**config.mk**
```make
export PLATFORM = sky130hd
export DESIGN_NAME = sram_puf_vote_reader
export DESIGN_NICKNAME = d
export VERILOG_FILES = /design/src/rtl/puf_pkg.sv /design/src/rtl/puf_fingerprint_rom.sv /design/src/rtl/sram_puf_vote_reader.sv
export SDC_FILE = /design/constraint.sdc
export NUM_CORES = 1
export LEC_CHECK = 0
export CAP_MARGIN = 25
export CORE_MARGIN = 2
export CORE_UTILIZATION = 25
export DETAILED_ROUTE_END_ITERATION = 12
export HOLD_SLACK_MARGIN = 0.06
export PLACE_DENSITY = 0.47
export SLEW_MARGIN = 20
export SYNTH_ARGS = -nofsm -noshare
export SYNTH_HDL_FRONTEND = slang
export SYNTH_HIERARCHICAL = 1
export SYNTH_SLANG_ARGS = --single-unit
```
**constraint.sdc**
```tcl
create_clock -name clk -period 5.1 [get_ports clk]
set_input_delay 1.53 -clock clk [delete_from_list [all_inputs] [get_ports clk]]
set_output_delay 1.53 -clock clk [all_outputs]
set_load 0.02 [all_outputs]
```
**src/rtl/puf_pkg.sv**
```systemverilog
// puf_pkg: shared widths, fingerprint table, FSM states and vote helper for the SRAM-PUF reader.
package puf_pkg;
  localparam int PUF_DATA_W = 8;
  localparam int PUF_DEPTH = 48;
  // Three copies of 16 words each, 16 words apart.
  localparam logic [PUF_DATA_W-1:0] PUF_FP [0:PUF_DEPTH-1] = '{
    8'ha3, 8'h5c, 8'h17, 8'h3b, 8'he0, 8'h91, 8'h4f, 8'hc6,
    8'h28, 8'h7d, 8'hb2, 8'h05, 8'h6a, 8'hd9, 8'h33, 8'h8e,
    8'h2a, 8'h5c, 8'h97, 8'ha2, 8'he1, 8'h11, 8'h4f, 8'h46,
    8'h29, 8'hfd, 8'hb0, 8'h85, 8'h6a, 8'h59, 8'h37, 8'h0e,
    8'ha3, 8'h5d, 8'h17, 8'h3a, 8'h60, 8'h91, 8'hcf, 8'hc4,
    8'h28, 8'h7c, 8'hb2, 8'h45, 8'h6b, 8'hd9, 8'h13, 8'h8e
  };
  typedef enum logic [2:0] {IDLE, CHECK, READ, ACC, OUT, FIN} state_t;
  // Strict majority; an even-count tie resolves to 0.
  function automatic logic maj_bit(input int cnt, input int n);
    return cnt > n / 2;
  endfunction
endpackage

```
**src/rtl/puf_fingerprint_rom.sv**
```systemverilog
// puf_fingerprint_rom: registered-read fingerprint ROM; q holds when re=0, out-of-range reads return 0.
module puf_fingerprint_rom
  import puf_pkg::*;
#(
  parameter int DATA_W = PUF_DATA_W,
  parameter int ADDR_W = 6,
  parameter int DEPTH = PUF_DEPTH
)(
  input  logic              clk,
  input  logic              re,
  input  logic [ADDR_W-1:0] addr,
  output logic [DATA_W-1:0] q
);
  always_ff @(posedge clk)
    if (re) q <= int'(addr) < DEPTH ? DATA_W'(PUF_FP[addr]) : '0;
endmodule

```
**src/rtl/sram_puf_vote_reader.sv**
```systemverilog
// sram_puf_vote_reader: bursts response words out of the fingerprint ROM, majority-voting
// the redundant copies per bit and flagging bits whose copies disagreed.
module sram_puf_vote_reader
  import puf_pkg::*;
#(
  parameter int DATA_W = PUF_DATA_W,
  parameter int ADDR_W = 6,
  parameter int DEPTH = PUF_DEPTH,
  parameter int NUM_COPIES = 3,
  parameter int COPY_STRIDE = 16
)(
  input  logic              clk,
  input  logic              rst_n,
  input  logic              start,
  input  logic [ADDR_W-1:0] base_addr,
  input  logic [ADDR_W-1:0] len,
  output logic              busy,
  output logic [DATA_W-1:0] out_data,
  output logic [DATA_W-1:0] out_flip,
  output logic              out_valid,
  input  logic              out_ready,
  output logic              done,
  output logic              range_err
);
  localparam int CW = $clog2(NUM_COPIES + 1);
  localparam int KW = NUM_COPIES > 1 ? $clog2(NUM_COPIES) : 1;
  localparam int XW = ADDR_W + 8;
  state_t state;
  logic [ADDR_W-1:0] base, n_words, idx, addr;
  logic [KW-1:0] copy;
  logic [CW-1:0] cnt [DATA_W];
  logic [CW-1:0] cnt_nx [DATA_W];
  logic [DATA_W-1:0] q, vote, flip;
  logic [XW-1:0] last_addr;
  logic re, acc;
  assign re = state == READ;
  // ROM data lags the read by one cycle: copy k-1 lands while copy k is being requested.
  assign acc = (state == READ && copy != '0) || state == ACC;
  assign addr = ADDR_W'(XW'(base) + XW'(idx) + XW'(copy) * XW'(COPY_STRIDE));
  assign last_addr = XW'(base) + XW'(n_words) - XW'(1) + XW'((NUM_COPIES - 1) * COPY_STRIDE);
  puf_fingerprint_rom #(.DATA_W(DATA_W), .ADDR_W(ADDR_W), .DEPTH(DEPTH)) u_rom (
    .clk(clk), .re(re), .addr(addr), .q(q)
  );
  always_comb
    for (int b = 0; b < DATA_W; b++) begin
      cnt_nx[b] = cnt[b] + CW'(acc & q[b]);
      vote[b] = maj_bit(int'(cnt_nx[b]), NUM_COPIES);
      flip[b] = cnt_nx[b] != '0 && int'(cnt_nx[b]) != NUM_COPIES;
    end
  always_ff @(posedge clk or negedge rst_n)
    if (!rst_n) begin
      state <= IDLE;
      base <= '0;
      n_words <= '0;
      idx <= '0;
      copy <= '0;
      busy <= 1'b0;
      done <= 1'b0;
      range_err <= 1'b0;
      out_valid <= 1'b0;
      out_data <= '0;
      out_flip <= '0;
      for (int b = 0; b < DATA_W; b++) cnt[b] <= '0;
    end else begin
      done <= 1'b0;
      range_err <= 1'b0;
      if (acc) for (int b = 0; b < DATA_W; b++) cnt[b] <= cnt_nx[b];
      case (state)
        IDLE: if (start) begin
          base <= base_addr;
          n_words <= len;
          idx <= '0;
          copy <= '0;
          busy <= 1'b1;
          state <= CHECK;
        end
        CHECK: if (n_words == '0 || last_addr >= XW'(DEPTH)) begin
          done <= 1'b1;
          range_err <= n_words != '0;
          busy <= 1'b0;
          state <= FIN;
        end else state <= READ;
        READ: begin
          copy <= int'(copy) == NUM_COPIES - 1 ? '0 : copy + 1'b1;
          if (int'(copy) == NUM_COPIES - 1) state <= ACC;
        end
        ACC: begin
          out_data <= vote;
          out_flip <= flip;
          out_valid <= 1'b1;
          state <= OUT;
        end
        OUT: if (out_ready) begin
          out_valid <= 1'b0;
          idx <= idx + 1'b1;
          for (int b = 0; b < DATA_W; b++) cnt[b] <= '0;
          if (idx + 1'b1 < n_words) state <= READ;
          else begin
            done <= 1'b1;
            busy <= 1'b0;
            state <= FIN;
          end
        end
        FIN: state <= IDLE;
        default: state <= IDLE;
      endcase
    end
endmodule
```
Yosys cells after proc, flatten, opt, wreduce, memory -nomap -nowiden
Memory sizes are Yosys's and may differ from the RTL's. A register that Yosys moved wholly into a read port is not among the register bits. Cells that the tools add are included.

Memories: 1. ROM bits: 512. Word-level logic and storage cells: 135. Output and inout port bits: 20. Bits of input ports: 16. Register bits: 59.

Memory list: (name not given) (words 64, width 8, rd ports 1, clocked after memory_dff 1, write ports 0, line puf_fingerprint_rom.sv:15) `if (re) q <= int'(addr) < DEPTH ? DATA_W'(PUF_FP[addr]) : '0;`.

Order comparisons: 11. Reductions and logical operators: 34. Bitwise logic cells: 9. Add/sub/neg operators: 15. Equality and inequality tests: 18. Multiplexer cells: 28.

Operators with widths (number): 16-bit 2-to-1 mux (3); 2-bit nonzero test (12); 2-bit by 1-bit != test with 1-bit output, second input constant (9); 2-bit by 1-bit adder with 2-bit output (8); 2-bit by 1-bit greater-than comparator with 1-bit output, second input constant (8); 3-bit 2-to-1 mux (5); 3-bit one-hot mux with 5 select lines (1); 14-bit by 6-bit >= comparator with 1-bit output, second input constant (1); 6-bit adder (2); 6-bit 2-to-1 mux (2); 6-bit one-hot mux with 2 select lines (1); 1-bit 2-to-1 mux (10); 8-bit by 7-bit adder with 9-bit output, second input constant (1); 1-bit logical AND (9); 1-bit bitwise AND (8); 2-bit != test, second input constant (4); 7-bit by 1-bit subtractor with 8-bit output, second input constant (1); 6-bit by 6-bit adder with 7-bit output (1); 6-bit NOT with 7-bit output (1); 6-bit by 1-bit adder with 6-bit output, second input constant (1); 3-bit by 2-bit == test with 1-bit output, second input constant (2); 6-bit zero test (1); 6-bit < comparator (1); 6-bit < comparator, second input constant (1); 16 further kinds (22).

Depth between registers and ports, before layout
Gate-level depths: netlist of the first run.

Word-level depth: 8. Depth in mapped cells: 15. Depth with buffers taken out: 15.

Modules after synthesis
The synthesis of the first run kept the hierarchy.

Modules (own cells, without submodules): sram_puf_vote_reader (cells each 365, area an instance 3508.4 µm², seq. area each 1476.4 µm², times used 1); puf_fingerprint_rom (cells each 88, area an instance 765.7 µm², seq. area each 240.2 µm², times used 1).

Worst setup path before layout of the first run
No wires, ideal clock.

Path kind: flip-flop to flip-flop. From: reg base[4]. To: reg busy. Slack: 2.153 ns. Required time: 4.979 ns. Path buffers: 0. Library setup time: 0.121 ns. Cell stages (with the launch flop): 15. Data arrival time: 2.826 ns. Clock period less this slack: 2.947 ns. Cell sequence: dfrtp_1 inv_1 ha_1 inv_1 ha_1 a21oi_1 o21a_1 nand2_1 xor2_1 ha_1 and4b_1 and3_1 a31o_1 o221a_4 a22o_1.

Longest elaborated chain between the ends: 7.

Ends and longest elaborated chain: start: declaration (line sram_puf_vote_reader.sv:29) `logic [ADDR_W-1:0] base, n_words, idx, addr;`; start signal: assignment (line sram_puf_vote_reader.sv:70) `base <= base_addr;`; 6-bit by 6-bit adder with 7-bit output (line sram_puf_vote_reader.sv:40) `assign last_addr = XW'(base) + XW'(n_words) - XW'(1) + XW'((NUM_COPIES - 1) * COPY_STRIDE);`; 7-bit by 1-bit subtractor with 8-bit output (line sram_puf_vote_reader.sv:40); 8-bit by 7-bit adder with 9-bit output (line sram_puf_vote_reader.sv:40); 14-bit by 6-bit >= comparator with 1-bit output (line sram_puf_vote_reader.sv:77) `CHECK: if (n_words == '0 || last_addr >= XW'(DEPTH)) begin`; 1-bit logical OR (line sram_puf_vote_reader.sv:77); 2-bit != test (no source line); 5-bit AND reduction (no source line); end signal: assignment (line sram_puf_vote_reader.sv:74) `busy <= 1'b1;`; end signal: assignment (line sram_puf_vote_reader.sv:80) `busy <= 1'b0;`; end signal: assignment (line sram_puf_vote_reader.sv:100) `busy <= 1'b0;`; end: declaration (line sram_puf_vote_reader.sv:17) `output logic busy,`.

Every way passes these cells. A chain may end at the register's enable or synchronous reset.

Worst setup path after layout of the first run
Ends and elaborated chain as after synthesis.

==> summary.md, run 1 <==
| Metric | Value |
|---|---|
| Drt pass-1 iters | 4 |
| Syn_nets | about 510 |
| DIE AREA | 18200 um^2 |
| CP required | 5.32 ns |
| Largest net degree at the start of global routing | 51 |
| Critical path buffer and inverter count | 2 |
| CP Depth | 14 |
| CORE AREA | between 15000 and 20000 um^2 |
| Share of cells above drive strength 1 | 0.0631 |
| RSZ-0062 raised after global routing | no |
| Setup Skew | 0.00905 ns |
| Io pins | 36 |
| Yosys warns | 6 |
| Most common cell after layout, fill and taps aside | nand2_1 |
| Avg Inst Size Synth | 9.44 um^2 |
| CTS Hold Bufs | 0 |
| Number of synthesized flops with an enable pin | 8 |
| Final setup vio count | 0 |
| Die X | around 130 um |
| Mean number of vias per cell | ~4.5 |
| Starting Density | 0.257 |
| Vias | around 3.2k |
| Setup crit start kind | register |
| Clk sinks | 67 |
| Final hold vios | 0 |
| Multi-input logic area | approximately 2300 um^2 |
| DPL Wire Length | roughly 6600 um |
| Max incr delay on CP | about 0.38 ns |
| H-tree levels | 3 |
| Hold Crit Start | out_flip[2] |
| Maxcap violations | 0 |
| CTS buffer count | 9 |
| Antenna fix cells | 0 |
| Hold Path Depth | 2 |
| ANT nets after route | 0 |
| Critical path type | reg2reg |
| Worst path arrival time | between 3 and 4 ns |
| CTS clk-pin slew, worst paths | approximately 0.060 ns |
| Distinct cell type count after synthesis | between 50 and 60 |
| CTS max path bufs | 2 |
| # rows | 47 |
| Register Area | around 1700 um^2 |
| Critical path's top delay family | compound AO/OA/AOI/OAI gates |
| Remaining global-route overflow | 0 |
| Status | completed |
| Async set-or-reset flop fraction in the synthesized netlist | 0.881 |
| Synth-to-layout area growth | 20.8% |
| Routed WL | 8850 um |
| Tcrit/Tclk final | 0.637 |
| Hold Path End | out_flip[2] |
| Slowest cell on the critical path | dfrtp_1 |
| Port bufs | 35 |
| 1st-iter DRT viols | around 190 |
| Relative slew slack | 0.403 |
| Die Y | ~130 um |
| # DRC | 0 |
| Mean routed wirelength per cell | 12.5 um |
| CTS resizes | 0 |
| Root buf cell | clkbuf_16 |
| Final Slew Violations | 0 |
| Reg2reg setup slack | ~1.8 ns |
| Final Wtd Congestion | around 0.77 |
| Final nets | around 550 |
| Cell Chain, Critical Path | inv_1 > ha_1 > inv_1 > ha_1 > a21oi_1 > o21a_1 > nand2_1 > xor2_1 > ha_1 > and4b_1 > and3_1 > a31o_1 > o221a_4 > a22o_1 |
| Reg2reg end | busy |
| Number of fill cells | about 1.7k |
| Slew of the pin with the lowest slew margin | roughly 0.9 ns |
| CTS tree | done |
| Register area share after synthesis | 0.402 |
| FF-to-FF Start | base[4] |
| Post-CTS setup buffers | 0 |
| First-pass GRT wire length | about 15000 um |
| Setup crit end kind | register |
| Max Freq | ~0.3 GHz |
| Post-Syn Area | ~4300 um^2 |
| Worst-path fanout max | 6 |
| Path depth of the worst reg2reg path | 14 |
| Flops & latches, synth | 67 |
| Worst-Skew Late Latency | 0.33 ns |
| Most repeated library cell on the critical path | ha_1 |
| Synth Instances | between 400 and 500 |
| Primary FF master, synth | dfrtp_1 |
| Vias in the first global route | about 3.1k |
| Fin Setup TNS | 0 ns |
| Tot GR Track Use | 0.104 |
| Crit path time final | ~3.3 ns |
| Initial antenna violation count | 0 |
| Most frequent cells in the layout | 60 x nand2_1, 59 x dfrtp_1, 41 x ha_1, 36 x o21ai_0 |
| Hold Path Class | reg2reg |
[stage by stage]
step	hold slack (ns)	util	setup slack (ns)	instance area [um^2]	instances
floorplan	0.493	-	2.15	4270	453
global placement	0.462	0.290	1.71	4820	694
detailed placement	0.469	0.290	1.70	4820	694
CTS	0.482	0.309	1.84	5150	710
global route	0.512	0.310	1.67	5160	711
finish	0.476	0.310	1.85	5160	711
[worst max path at each step]
stage                     from  slack (ns)     end
finish                 base[4]        1.85    busy
global route           base[4]        1.67    busy
CTS                 n_words[1]        1.84    busy
detailed placement   out_ready        1.70  idx[2]
global placement     out_ready        1.71  idx[2]
floorplan              base[4]        2.15    busy
[layout make-up]
| cell class | instances | share of cell area |
|---|---|---|
| sequential | 67 | 0.333 |
| multi-input combinational | 334 | 0.453 |
| timing repair buffer | 39 | 0.0727 |
| clock buffer | 10 | 0.0463 |
| inverter | 35 | 0.0255 |
| clock inverter | 6 | 0.0170 |
| tap | 220 | 0.0533 |
[synthesized netlist by cell type (all sizes together) (2+ instances only)]
master  instances  area share
and3            4      0.0059
nor2           32       0.029
fa              3       0.014
dfrtp          59        0.35
xnor2          16       0.033
edfxtp          8       0.056
nor3           11       0.013
a21o            6       0.011
o21bai          2      0.0035
buf            11       0.017
clkbuf          6      0.0053
nand2b          7       0.012
mux2i          13       0.030
a22o            2      0.0041
o21a            3      0.0053
nor2b           3      0.0044
nand3          13       0.015
o32ai           2      0.0041
nand2          60       0.053
a21oi          13       0.015
a31oi           3      0.0044
o21ai          42       0.049
o211ai          4      0.0082
and2            9       0.013
a32oi           2      0.0041
xor2           21       0.043
ha             41        0.12
nand4           3      0.0044
inv            35       0.031
[metal layers]
layer	track usage	vias to the layer above	part of all wire
met1	0.138	1516	0.49
met3	0.0191	6	0.029
met2	0.166	56	0.47
li1	-	1628	-
met5	0	-	0
met4	0.0433	0	0.012
[registers in the layout (all words and copies together) (netlist names)]
signal / cells
cnt: 16
out_data: 8
out_flip: 8
u_rom/q: 8
base: 6
idx: 6
n_words: 6
state: 3
copy: 2
busy: 1
done: 1
out_valid: 1
range_err: 1
[worst register-to-register path: stages (launching register included)]
cell	delay (ns)
dfrtp_1	0.38
inv_1	0.07
ha_1	0.27
inv_1	0.04
ha_1	0.34
a21oi_1	0.31
o21a_1	0.18
nand2_1	0.07
xor2_1	0.15
ha_1	0.24
and4b_1	0.20
and3_1	0.18
a31o_1	0.22
o221a_4	0.30
a22o_1	0.20
[cell families (layout without fill, tap and decap cells)]
kind of cell,Yosys count,after routing,share of synthesized area
xor gates and xnor gates,37,37,0.0758
buffers and inverters,52,90,0.0530
muxes,15,15,0.0383
DFF,67,67,0.402
adders and majority gates,44,44,0.134
AOI/OAI and AO/OA,92,92,0.139
and+or+nand+nor,146,146,0.158
Power of run 1 is left out: the tool's default activity adds up to more than one toggle a clock period on the data nets, which glitch-free logic cannot reach.
==> run 2, diff against run 1 <==
==> constraint.sdc (replaced) <==
create_clock -name clk -period 3 [get_ports clk]
set_input_delay 0.9 -clock clk [delete_from_list [all_inputs] [get_ports clk]]
set_output_delay 0.9 -clock clk [all_outputs]
set_load 0.02 [all_outputs]
==> run 2 against run 1 <==
The flow now finishes with violations (negative setup slack). First-iteration DRC count shrank 33%. Cell count is 4.2% higher. Non-clock buffer count rose by 30. Global-route usage is 0.62 points higher. Register-to-register slack worse by 1.9 ns. Critical endpoint unchanged.
==> summary.md, run 2 (synthesis gave the netlist of run 1 again) <==
| Metric | Value |
|---|---|
| CTS tree | done |
| Hold Path Depth | 2 (unchanged) |
| Worst-Skew Late Latency | 0.34 ns (about the same) |
| H-tree levels | 3 (unchanged) |
| First-pass GRT wire length | 15900 um (+3.9%) |
| RSZ-0062 raised after global routing | yes |
| Most flops, register | cnt |
| Worst path arrival time | 3.23 ns (-0.24 ns) |
| Status | finished, violations left |
| Relative slew slack | 0.483 (+0.0807) |
| CTS Hold Bufs | 0 (unchanged) |
| Starting Density | 0.257 (unchanged) |
| Port bufs | 35 (unchanged) |
| Largest net degree at the start of global routing | 60 (+18%) |
| CTS max path bufs | 2 (unchanged) |
| Final Slew Violations | 0 (unchanged) |
| ANT nets after route | 0 (unchanged) |
| Setup crit start kind | register |
| Hold Crit Start | out_data[3] |
| Root buf cell | clkbuf_16 |
| WHS | 0.477 ns (+0.00144 ns) |
| Hold Path End | out_data[3] |
| Cell Chain, Critical Path | inv_2 > ha_4 > inv_2 > ha_4 > inv_2 > fa_2 > nand3b_1 > nand2_2 > xnor2_2 > ha_2 > and4b_1 > and3_4 > a31o_1 > o221a_4 > a22o_1 |
| Reg2reg end | busy |
| Failing checks | negative setup slack |
| Critical path's top delay family | adder cells |
| Setup Skew | 0.00671 ns (-0.00233 ns) |
| Hold Path Class | reg2reg |
| 1st-iter DRT viols | 126 (-33%) |
| Final setup vio count | 1 (+1) |
| DPL Wire Length | 6720 um (+1.4%) |
| Maxcap violations | 0 (unchanged) |
| CORE AREA | 16600 um^2 (unchanged) |
| Final Wtd Congestion | 0.798 (+3.2%) |
| Max Freq | 0.333 GHz (+8.2%) |
| Final worst slack | -0.00266 ns (-1.85 ns) |
| Clk sinks | 67 (unchanged) |
| Mean routed wirelength per cell | 12.6 um (+0.97%) |
| CP required | 3.23 ns (-2.09 ns) |
| Die Y | 135 um (unchanged) |
| Max incr delay on CP | 0.38 ns (about the same) |
| Share of cells above drive strength 1 | 0.150 (+0.0866) |
| DIE AREA | 18200 um^2 (unchanged) |
| Antenna fix cells | 0 (unchanged) |
| Tot GR Track Use | 0.110 (+0.00616) |
| Vias | 3302 (+3.0%) |
| Setup crit end kind | register |
| Max reg flops | 16 (unchanged) |
| Most frequent cells in the layout | 59 x nand2_1, 59 x dfrtp_1, 37 x ha_1, 36 x o21ai_0, 34 x clkdlybuf4s50_1 |
| Fin Setup TNS | -0.00266 ns (-0.00266 ns) |
| Tcrit/Tclk final | 1.00 (+0.364) |
| Reg2reg setup slack | -0.003 ns (-1.85 ns) |
| Worst-path fanout max | 6 (unchanged) |
| Vias in the first global route | 3288 (+4.9%) |
| Path depth of the worst reg2reg path | 15 (+1) |
| Critical path type | reg2reg |
| Slew of the pin with the lowest slew margin | 0.775 ns (-0.121 ns) |
| Slowest cell on the critical path | dfrtp_1 |
| Mean number of vias per cell | 4.46 (-1.2%) |
| Io pins | 36 (unchanged) |
| # DRC | 0 (unchanged) |
| CTS clk-pin slew, worst paths | 0.06 ns (about the same) |
| Synth-to-layout area growth | 29.0% |
| Most repeated library cell on the critical path | inv_2 |
| Drt pass-1 iters | 4 (unchanged) |
| FF-to-FF Start | base[1] |
| DP Cell Count | 717 (+3.3%) |
| Final hold vios | 0 (unchanged) |
| Critical path buffer and inverter count | 3 (+1) |
| Routed WL | 9320 um (+5.2%) |
| CTS buffer count | 9 (unchanged) |
| Die X | 135 um (unchanged) |
| # rows | 47 (unchanged) |
| Non-Filler Instances | 741 (+4.2%) |
| Final nets | 576 (+5.5%) |
| Crit path time final | 3.00 ns (-0.248 ns) |
| Remaining global-route overflow | 0 (unchanged) |
| Number of fill cells | 1711 (-0.93%) |
| Initial antenna violation count | 0 (unchanged) |
[run 2: cell types whose count changed in the layout (fill, tap and decap cells not counted), moves of 2 or more]
cell and change:
xnor2_2 +2, inv_2 +5, clkinv_4 +2, inv_1 -5, xnor2_1 -2, a21oi_1 -2, clkinv_2 -2, buf_4 +29
ha_1 -4, ha_4 +3
[run 2: worst max-delay path by stage]
stage,startpoint,endpoint,slack [ns],cells past startpoint
floorplan,base[4],busy,0.05,14
global placement,base[1],u_rom/q[0],-0.03,10
detailed placement,base[4],busy,-0.14,14
CTS,base[1],busy,-0.05,15
global route,n_words[1],busy,-0.12,15
finish,base[1],busy,-0.003,15
[run 2: layout make-up]
cell class / instances / area [um^2] / area share
Multi-Input combinational cell: 334 / 2420 / 0.440
Sequential cell: 67 / 1720 / 0.311
Timing Repair Buffer: 69 / 617 / 0.112
Tap cell: 220 / 275 / 0.0499
Clock buffer: 9 / 225 / 0.0408
Inverter: 35 / 131 / 0.0238
Clock inverter: 7 / 125 / 0.0227
[run 2: routing by layer]
layer  up-vias  track usage  share of wire  wire [um]
met5         -            0              0          0
met4         0       0.0450          0.020        189
met3        13       0.0225          0.029        274
met2        54        0.180           0.46       4320
met1      1556        0.142           0.49       4530
li1       1679            -              -          -
[run 2: worst register-to-register path: stages (launching register included)]
cell      delay, ns
dfrtp_1        0.38
inv_2          0.08
ha_4           0.20
inv_2          0.06
ha_4           0.13
inv_2          0.04
fa_2           0.37
nand3b_1       0.20
nand2_2        0.11
xnor2_2        0.08
ha_2           0.19
and4b_1        0.21
and3_4         0.16
a31o_1         0.21
o221a_4        0.29
a22o_1         0.19
[run 2: what timing repair did]
action / 4_1_cts / 5_1_grt
pin swaps: 2 / 10
setup endpoints to repair: 7 / 10
setup buffers: 4 / 4
gates resized for setup: 11 / 10
[run 2: metrics by stage]
| step | worst slack (ns) | cell area [um^2] | utilization |
|---|---|---|---|
| floorplan | 0.0529 | 4270 | - |
| global placement | -0.0285 | 5010 | 0.301 |
| detailed placement | -0.136 | 5010 | 0.301 |
| CTS | -0.0517 | 5440 | 0.327 |
| global route | -0.121 | 5520 | 0.331 |
| finish | -0.00266 | 5520 | 0.331 |
Power of run 2 is left out for the same reason.
==> run 3, diff against run 2 <==
--- a/config.mk
+++ b/config.mk
@@ -5,6 +5,7 @@
 export SDC_FILE = /design/constraint.sdc
 export NUM_CORES = 1
 export LEC_CHECK = 0
+export ABC_AREA = 1
 export CAP_MARGIN = 25
 export CORE_MARGIN = 2
 export CORE_UTILIZATION = 25
==> run 3 against run 2 <==
The flow now finishes without violations. Synthesized cell count grew 15%. Highest routed layer unchanged. Sequential share of layout area up 1.7 points. Register-to-register slack improved by 0.23 ns. Worst hold slack got worse by 0.0036 ns. Largest cell class unchanged. Critical path depth is 6 higher. Count of clock-buffer cells in the layout increased by 2. Die area increased by 0.11%. Cell count grew 5.9%. Clock skew about the same. Flip-flop and latch count is the same. Cell area fell by 5.3%.
==> summary.md, run 3 <==
| Metric | Value |
|---|---|
| Critical path buffer and inverter count | 6 (+3) |
| Register area share after synthesis | 0.401 (-0.000470) |
| ANT nets after route | 0 (unchanged) |
| Largest net degree at the start of global routing | 35 (-42%) |
| Die X | 135 um (about the same) |
| # rows | 47 (unchanged) |
| Tcrit/Tclk final | 0.926 (-0.0752) |
| Max Freq | 0.360 GHz (+8.1%) |
| CTS resizes | 0 (-11) |
| Relative slew slack | 0.559 (+0.0756) |
| Slowest cell on the critical path | fa_1 |
| Ranking of synthesized cells by area | dfrtp_1 35%, ha_1 12%, nand2_1 8.4% |
| Crit path time final | 2.78 ns (-0.226 ns) |
| CTS max path bufs | 2 (unchanged) |
| Vias | 3343 (+1.2%) |
| Mean routed wirelength per cell | 11.5 um (-8.3%) |
| Synth Instances | 522 (+15%) |
| Most common cell after layout, fill and taps aside | nand2_1 |
| Most frequent cells in the layout | 96 x nand2_1, 59 x dfrtp_1, 57 x inv_1, 55 x nor2_1, 41 x ha_1 |
| Routed WL | 9050 um (-2.9%) |
| Most flops, register | cnt |
| Worst path arrival time | 3.00 ns (-0.23 ns) |
| Share of cells above drive strength 1 | 0.101 (-0.0488) |
| Final hold vios | 0 (unchanged) |
| Setup crit start kind | register |
| Primary FF master, synth | dfrtp_1 |
| Share of the synthesized area in the top cell type | 0.345 (-0.000404) |
| Setup Skew | 0.00627 ns (-0.000446 ns) |
| CP Depth | 21 (+6) |
| Setup crit end kind | register |
| H-tree levels | 3 (unchanged) |
| Vias in the first global route | 3281 (-0.21%) |
| Critical path type | reg2reg |
| Post-Syn Area | 4280 um^2 (+0.12%) |
| Yosys top cell by area | dfrtp_1 |
| Final Wtd Congestion | 0.889 (+11%) |
| Max incr delay on CP | 0.37 ns (about the same) |
| Number of synthesized flops with an enable pin | 8 (unchanged) |
| Io pins | 36 (unchanged) |
| Most repeated library cell on the critical path | inv_1 |
| Synth cell count leaders | 96 x nand2_1, 59 x dfrtp_1, 57 x inv_1, 55 x nor2_1, 41 x ha_1 |
| Initial antenna violation count | 0 (unchanged) |
| Mean number of vias per cell | 4.26 (-4.4%) |
| First-pass GRT wire length | 15600 um (-1.8%) |
| Distinct cell type count after synthesis | 38 (-31%) |
| Met1 Routed Length | 4540 um (+0.15%) |
| Yosys warns | 6 (unchanged) |
| Worst-path fanout max | 4 (-2) |
| Multi-input logic area | 2240 um^2 (-7.7%) |
| Tot GR Track Use | 0.108 (-0.00190) |
| # DRC | 0 (unchanged) |
| Post-CTS setup buffers | 0 (-4) |
| DPL Wire Length | 6810 um (+1.4%) |
| Slew of the pin with the lowest slew margin | 0.662 ns (-0.113 ns) |
| Flops & latches, synth | 67 (unchanged) |
| Syn_nets | 582 (+13%) |
| Critical path's top delay family | adder cells |
| Max reg flops | 16 (unchanged) |
| Clk sinks | 67 (unchanged) |
| Top-count cell post-synth | nand2_1 |
| Antenna fix cells | 0 (unchanged) |
| Root buf cell | clkbuf_16 |
| Port bufs | 35 (unchanged) |
| Starting Density | 0.257 (+0.000301) |
| WL met3 | 384 um (+40%) |
| Worst-Skew Late Latency | 0.34 ns (about the same) |
| CP required | 3.22 ns (about the same) |
| Synth-to-layout area growth | 22.1% |
| Async set-or-reset flop fraction in the synthesized netlist | 0.881 (unchanged) |
| CTS clk-pin slew, worst paths | 0.06 ns (about the same) |
| Status | completed |
| Cell Chain, Critical Path | inv_1 > ha_1 > inv_1 > ha_1 > inv_1 > fa_1 > inv_1 > nand3_1 > nand2_1 > nand2_2 > nand2_2 > inv_2 > ha_1 > inv_1 > nand2_2 > nor2_4 > nand3_2 > nand2_2 > nand2_1 > nand2_1 > nand2_1 |
| Final nets | 620 (+7.6%) |
| Die Y | 135 um (about the same) |
| CORE AREA | 16600 um^2 (unchanged) |
| Maxcap violations | 0 (unchanged) |
| Hold Path Depth | 2 (unchanged) |
| Final setup vio count | 0 (-1) |
| Drt pass-1 iters | 4 (unchanged) |
| Met2 routed WL | 3970 um (-8.1%) |
| Avg Inst Size Synth | 8.20 um^2 (-13%) |
| Path depth of the worst reg2reg path | 21 (+6) |
| RSZ-0062 raised after global routing | no |
| Remaining global-route overflow | 0 (unchanged) |
| DIE AREA | 18200 um^2 (+0.11%) |
| CTS tree | done |
| Register Area | 1720 um^2 (unchanged) |
| Hold Path Class | reg2reg |
| Final Slew Violations | 0 (unchanged) |
| Highest metal layer with signal wires | met4 |
| 1st-iter DRT viols | 187 (+48%) |
| CTS Hold Bufs | 0 (unchanged) |
| Number of fill cells | 1769 (+3.4%) |
| Fin Setup TNS | 0 ns (+0.00266 ns) |
| CTS buffer count | 9 (unchanged) |
## run 3: cell types whose count changed after synthesis, moves of 8 or more
cell	delta
nor2_1	+25
nand3_1	+19
inv_2	+10
o21ai_0	-11
nor3_1	-11
o21ai_1	+15
and2_1	-8
mux2i_1	-13
inv_1	+23
nand2_2	+8
nand2_1	+36
a21oi_1	+22
## run 3: layer usage
metal / up-vias / GRT usage
met1: 1494 / 0.144
met5: - / 0
met3: 15 / 0.0289
li1: 1770 / -
met2: 64 / 0.166
met4: 0 / 0.0444
## run 3: layout make-up
| type | count | share of cell area |
|---|---|---|
| multi-input combinational | 374 | 0.428 |
| sequential | 67 | 0.329 |
| timing repair buffer | 40 | 0.0757 |
| tap | 220 | 0.0527 |
| clock buffer | 11 | 0.0505 |
| inverter | 68 | 0.0489 |
| clock inverter | 5 | 0.0156 |
## run 3: cells by family (layout without fill, tap and decap cells)
family,count (synthesis),after routing,share of synthesized area
AOI/OAI and AO/OA,93,93,0.118
and+or+nand+nor,212,212,0.220
adders and majority gates,44,44,0.134
xor gates and xnor gates,25,25,0.0512
buffers and inverters,81,124,0.0760
DFF,67,67,0.401
## run 3: path summary, 6_finish.rpt
path,from,end,slack [ns]
max,n_words[1],state[2],0.22
min,busy,busy,0.47
max reg2reg,n_words[1],state[2],0.22
min reg2reg,busy,busy,0.47
max in group asynchronous,rst_n,out_data[3],1.80
min in group asynchronous,rst_n,base[3],0.60
## run 3: tightest hold or removal path, stage by stage (launching register included)
cell and delay, ns:
dfrtp_1 0.34, nand2_1 0.06, nand2_1 0.05
## run 3: per-stage QoR
| stage | setup WS, ns | instance area, um^2 | std cells | utilization | hold WS, ns |
|---|---|---|---|---|---|
| final | 0.223 | 5230 | 785 | 0.314 | 0.474 |
| after global placement | 0.339 | 4880 | 769 | 0.293 | 0.458 |
| after floorplan | 0.521 | 4280 | 522 | - | 0.488 |
| after detailed placement | 0.278 | 4880 | 769 | 0.293 | 0.459 |
| after global routing | 0.00658 | 5230 | 785 | 0.314 | 0.502 |
| after CTS | 0.235 | 5230 | 785 | 0.314 | 0.477 |
Power of run 3 is left out for the same reason.
